**src/rtl/seg_pkg.sv**
```systemverilog
// rtl/seg_pkg.sv - shared constants, state encoding and enable helper for the segment scanner
package seg_pkg;

  localparam logic [7:0] SEG_ZERO = 8'h3F;
  localparam logic [7:0] SEG_OFF  = 8'h00;

  typedef enum logic {
    BLANK = 1'b0,
    SHOW  = 1'b1
  } state_t;

  // Enable pattern with every digit dark, for either enable polarity.
  function automatic logic [3:0] an_off(input logic active_low);
    return active_low ? 4'hF : 4'h0;
  endfunction

endpackage

```
**src/rtl/seg_scan_timer.sv**
```systemverilog
// rtl/seg_scan_timer.sv - phase counter, BLANK/SHOW sequencing, digit index and frame-boundary strobe
module seg_scan_timer
  import seg_pkg::*;
#(
  parameter int REFRESH_DIV  = 50000,
  parameter int BLANK_CYCLES = 500
) (
  input  logic       clk,
  input  logic       rst,
  output state_t     state,
  output logic [1:0] idx,
  output logic       boundary
);

  localparam int MAXC = (REFRESH_DIV > BLANK_CYCLES) ? REFRESH_DIV : BLANK_CYCLES;
  localparam int CW   = (MAXC > 1) ? $clog2(MAXC) : 1;

  localparam logic [CW-1:0] BLANK_LAST = CW'(BLANK_CYCLES - 1);
  localparam logic [CW-1:0] SHOW_LAST  = CW'(REFRESH_DIV - 1);

  logic [CW-1:0] cnt;

  // Alternate blank gap and lit slot; the digit index advances as each lit slot ends.
  always_ff @(posedge clk or posedge rst) begin
    if (rst) begin
      state <= BLANK;
      idx   <= 2'd0;
      cnt   <= '0;
    end else begin
      case (state)
        BLANK: begin
          if (cnt == BLANK_LAST) begin
            state <= SHOW;
            cnt   <= '0;
          end else begin
            cnt <= cnt + 1'b1;
          end
        end
        SHOW: begin
          if (cnt == SHOW_LAST) begin
            state <= BLANK;
            cnt   <= '0;
            idx   <= idx + 2'd1;
          end else begin
            cnt <= cnt + 1'b1;
          end
        end
        default: begin
          state <= BLANK;
          cnt   <= '0;
        end
      endcase
    end
  end

  // First blank cycle ahead of digit 0 is the only point a new word may take effect.
  assign boundary = (state == BLANK) && (idx == 2'd0) && (cnt == '0);

endmodule

```
**src/rtl/seg_scan.sv**
```systemverilog
// rtl/seg_scan.sv - captures converter words and multiplexes four digits onto one segment bus; SEG_SCAN_LZB_EN enables leading-zero blanking
module seg_scan
  import seg_pkg::*;
#(
  parameter int REFRESH_DIV   = 50000,
  parameter int BLANK_CYCLES  = 500,
  parameter int AN_ACTIVE_LOW = 1
) (
  input  logic        clk,
  input  logic        rst,
  input  logic [31:0] digits,
  input  logic        conv_done,
  output logic [7:0]  seg,
  output logic [3:0]  an,
  output logic        frame_upd
);

  localparam logic       ACT_LOW = (AN_ACTIVE_LOW != 0);
  localparam logic [3:0] AN_OFF  = an_off(ACT_LOW);

  state_t      state;
  logic [1:0]  idx;
  logic        boundary;

  logic [31:0] active;
  logic [31:0] pending;
  logic        pend_v;
  logic [3:0]  lz_blank;
  logic [3:0]  lit;

  seg_scan_timer #(
    .REFRESH_DIV  (REFRESH_DIV),
    .BLANK_CYCLES (BLANK_CYCLES)
  ) u_timer (
    .clk      (clk),
    .rst      (rst),
    .state    (state),
    .idx      (idx),
    .boundary (boundary)
  );

  // Hold the newest converter word; it only reaches the display at a frame boundary.
  always_ff @(posedge clk or posedge rst) begin
    if (rst) begin
      active  <= 32'h0;
      pending <= 32'h0;
      pend_v  <= 1'b0;
    end else begin
      if (conv_done) begin
        pending <= digits;
      end
      if (boundary) begin
        if (conv_done) begin
          active <= digits;
        end else if (pend_v) begin
          active <= pending;
        end
        pend_v <= 1'b0;
      end else if (conv_done) begin
        pend_v <= 1'b1;
      end
    end
  end

`ifdef SEG_SCAN_LZB_EN
  // A digit is dark when it shows zero and every digit to its left is dark too.
  always_comb begin
    lz_blank    = 4'b0000;
    lz_blank[3] = (active[31:24] == SEG_ZERO);
    lz_blank[2] = lz_blank[3] && (active[23:16] == SEG_ZERO);
    lz_blank[1] = lz_blank[2] && (active[15:8] == SEG_ZERO);
  end
`else
  assign lz_blank = 4'b0000;
`endif

  assign lit = 4'b0001 << idx;

  // Register the drive so the pins never see a combinational path from the inputs.
  always_ff @(posedge clk or posedge rst) begin
    if (rst) begin
      seg       <= SEG_OFF;
      an        <= AN_OFF;
      frame_upd <= 1'b0;
    end else begin
      frame_upd <= boundary && (pend_v || conv_done);
      if ((state == SHOW) && !lz_blank[idx]) begin
        seg <= active[{idx, 3'b000} +: 8];
        an  <= ACT_LOW ? ~lit : lit;
      end else begin
        seg <= SEG_OFF;
        an  <= AN_OFF;
      end
    end
  end

endmodule

```
**config.mk**
```make
export PLATFORM = sky130hd
export DESIGN_NAME = seg_scan
export DESIGN_NICKNAME = d
export VERILOG_FILES = /design/src/rtl/seg_pkg.sv /design/src/rtl/seg_scan_timer.sv /design/src/rtl/seg_scan.sv
export SDC_FILE = /design/constraint.sdc
export NUM_CORES = 1
export LEC_CHECK = 0
export CAP_MARGIN = 30
export CORE_UTILIZATION = 33
export CTS_CLUSTER_SIZE = 20
export DETAILED_ROUTE_END_ITERATION = 6
export PLACE_DENSITY = 0.6
export SETUP_SLACK_MARGIN = 0.05
export SYNTH_ARGS = -nofsm -noshare
export SYNTH_HDL_FRONTEND = slang
export SYNTH_SLANG_ARGS = --single-unit
```
**constraint.sdc**
```tcl
create_clock -name clk -period 4.64 [get_ports clk]
set_input_delay 1.16 -clock clk [delete_from_list [all_inputs] [get_ports clk]]
set_output_delay 1.16 -clock clk [all_outputs]
set_load 0.05 [all_outputs]
```
==> out/qor.txt <==
dominant synthesized flop cell -> dfrtp_1
switching part of the total -> 20.25%
die area -> 13,030 um2
post-synthesis adder-cell area fraction -> 1.808%
pin count of the biggest net entering global routing -> 52
# setup viols final -> 0
multiplexer share of the synthesized area -> 24.59%
met2 routed WL -> 3459 um
port bufs -> 47
Post-Place Cells -> 489
Setup crit start kind -> register
r2r endpoint -> active[29]
register area share after synthesis -> 58.59%
Worst-Margin Slew -> 0.7231 ns
initial antenna violation count -> 0
Crit path max-delay family -> buffers and inverters
Worst R2R Path Depth -> 7
Initial DRT Pass Iterations -> 4
worst skew pair latency -> 0.34 ns
pre-CTS WS -> 1.551 ns
DP HPWL -> 5034 um
I/O pins -> 48
std cell rows -> 40
hold_ws -> 0.5004 ns
hold-critical path endpoint -> pending[2]
grt total ovfl -> 0
Post-synth EDFFs -> 0
Yosys warnings -> 0
die width -> 114.2 um
CTS Buffer Depth -> 2
metal3 WL -> 278 um
share of synthesized registers carrying an async set or reset -> 100.0%
drt initial violations -> 148
final hold vios -> 0
R2R Path Start -> u_timer.idx[0]
core area -> 12,160 um2
Num CTS Buffers -> 9
max incr delay on CP -> 0.79 ns
sequential power share -> 48.3%
Buf+Inv Stages, Crit Path -> 1
GRT Overall Usage -> 12.55%
syn_nets -> 323
Compound-Gate Fraction of Synth Area -> 0.5425%
effective utilization at floorplan -> 34.14%
root buffer cell -> clkbuf_16
GP Congestion -> 0.7435
outcome -> finished clean
WP data arrival -> 1.65 ns
Tot Pwr -> 0.001899 W
Reg clk slew, reported paths -> 0.07 ns
CP Max Fanout -> 1
crit-path cells -> clkdlybuf4s50_1
cts repair resizes -> 0
RSZ-0062 raised after global routing -> false
worst setup margin -> 1.831 ns
Pins Over Slew Limit -> 0
WHS Path Cells -> 1
largest area contributor in the netlist -> dfrtp_1
NetSw -> 0.0003846 W
Post-CTS Setup Inserts -> 0
number of nets in the layout -> 373
first-pass GRT wire length -> 12,320 um
Critical Path RT -> 3.48 ns
leak pwr -> 2.203 nW
Hold Buf Count CTS -> 0
DR WL/cell -> 14.78 um
Final Critical Period -> 2.809 ns
Worst IR Drop VDD -> 0.2084 mV
Slew headroom -> 51.80%
CTS tree -> yes
Layout fillers -> 1,090
top cells by count, synth -> dfrtp_1, mux2_2, mux2_4, nor2_1, nand3_1
PwrDens -> 370.3 nW/um2
Setup crit end kind -> output pin
Pint -> 0.001515 W
Yosys reg bits -> 97
combinational share of power -> 7.4%
largest family of logic cells by synthesized area -> multiplexers
vias per std cell -> 4.651
area delta synth->final -> 23.54%
# DRC -> 0
uppermost layer routed -> met4
Routed WL -> 7451 um
number of clock sinks -> 97
die span in y -> 114.2 um
Synth Area in XOR/XNOR -> 3.165%
Hold Startpoint -> pending[2]
clock power share -> 44.3%
max cap viols -> 0
Final Cycle Share -> 60.54%
fmax -> 0.3560 GHz
Synth top area share -> 56.06%
Metal-1 WL -> 3568 um
Syn Inst Count -> 282
distinct cell type count after synthesis -> 28
share of layout cells above drive strength 1 -> 30.95%
post-route ant nets -> 0
Ant. Diodes -> 0
number of global-route vias before repair -> 2,459
post-route insts no fill -> 504
R2R Setup Slk -> 1.92 ns
Vias -> 2,344
Post-Syn Area -> 4151 um2
Hold Path Class -> register to register
largest cells by area after synthesis -> dfrtp_1, mux2_4, mux2_2
Worst Skew -> 0.008790 ns
H-tree lvl count -> 3
setup_tns -> 0 ns
Mean Syn Cell Area -> 14.72 um2
Slowest-stage cell, CP -> clkdlybuf4s50_1
top-count cell post-synth -> dfrtp_1
CP Class -> register to output pin
simple-gate share of the synthesized area -> 8.951%
cells in the final DEF (no fill, tap or decap):
cell type        synthesis  final
inv_8                    0      1
dfrtp_1                 93     93
clkbuf_16                0      9
buf_4                    1      4
or2_4                    1      1
inv_6                    0      1
nor4bb_1                 1      1
inv_4                    0      1
nor3_4                   1      1
nand2_1                  8      8
mux2_2                  36     36
inv_1                    7      6
dfstp_2                  4      4
and2_1                   9      9
and3_1                   2      2
mux2_4                  29     29
ha_1                     6      6
mux4_2                   8      8
o22ai_2                  1      1
nor3_1                   5      5
and3_2                   1      1
or4_4                    2      2
xor2_1                   6      6
nor4_1                   4      4
buf_2                    0      1
or3_1                    1      1
xnor2_1                  9      9
bufinv_16                0      3
nor2_1                  19     19
nand4_1                  4      4
clkdlybuf4s50_1          0     46
nand3_1                 11     11
o21ai_0                  2      2
clkinv_2                 0      1
layer usage:
metal,GRT usage [%],vias to the layer above
met5,0,-
met4,5.281,0
met3,3.176,11
met2,18.79,43
met1,17.34,1208
li1,-,1082
sequential cells by signal, summed over array words and instances, names as in the netlist:
register	count
active	32
pend_v	1
an	4
u_timer.idx	2
u_timer.state	1
pending	32
u_timer.cnt	16
seg	8
frame_upd	1
worst max-delay path by stage:
stage / slack [ns] / startpoint / cells past startpoint / to
2_1_floorplan: 0.95 / rst / 1 / active[0]
6_report: 1.83 / an[1] / 1 / an[1]
3_5_place_dp: 1.55 / conv_done / 6 / active[29]
3_3_place_gp: 1.60 / conv_done / 6 / active[29]
4_1_cts: 1.82 / an[1] / 1 / an[1]
5_1_grt: 1.72 / u_timer.idx[0] / 7 / active[31]
stage by stage:
step	cell area [um2]	util (%)
floorplan	4151	-
global placement	4788	39.37
detailed placement	4788	39.37
CTS	5129	42.17
global route	5129	42.17
finish	5129	42.17
power groups by stage:
| stage | clock (W) | combinational [W] | sequential [W] |
|---|---|---|---|
| after floorplan | 0 | 0.0000937 | 0.000926 |
| after global placement | 0 | 0.000140 | 0.000931 |
| after detailed placement | 0 | 0.000142 | 0.000934 |
| after CTS | 0.000866 | 0.000144 | 0.000918 |
| after global routing | 0.000899 | 0.000153 | 0.000923 |
| final | 0.000842 | 0.000140 | 0.000917 |
cell type report:
class / count / area (um2) / share of cell area, %
clock buffer: 9 / 225.2 / 4.391
clock inverter: 6 / 115.1 / 2.244
inverter: 7 / 28.78 / 0.5611
multi-input combinational: 166 / 1622 / 31.62
sequential: 97 / 2432 / 47.43
tap: 168 / 210.2 / 4.099
timing repair buffer: 51 / 495.5 / 9.661
cells by family (layout without fill, tap and decap cells):
kind of cell / after synthesis / after routing
adder cells (fa/ha/maj): 6 / 6
flip-flops: 97 / 97
XOR/XNOR: 15 / 15
multiplexers: 73 / 73
buffers and inverters: 19 / 73
AND/OR/NAND/NOR: 69 / 69
AO/OA/AOI/OAI: 3 / 3
Note: power is estimated with default switching activity, not from simulation.
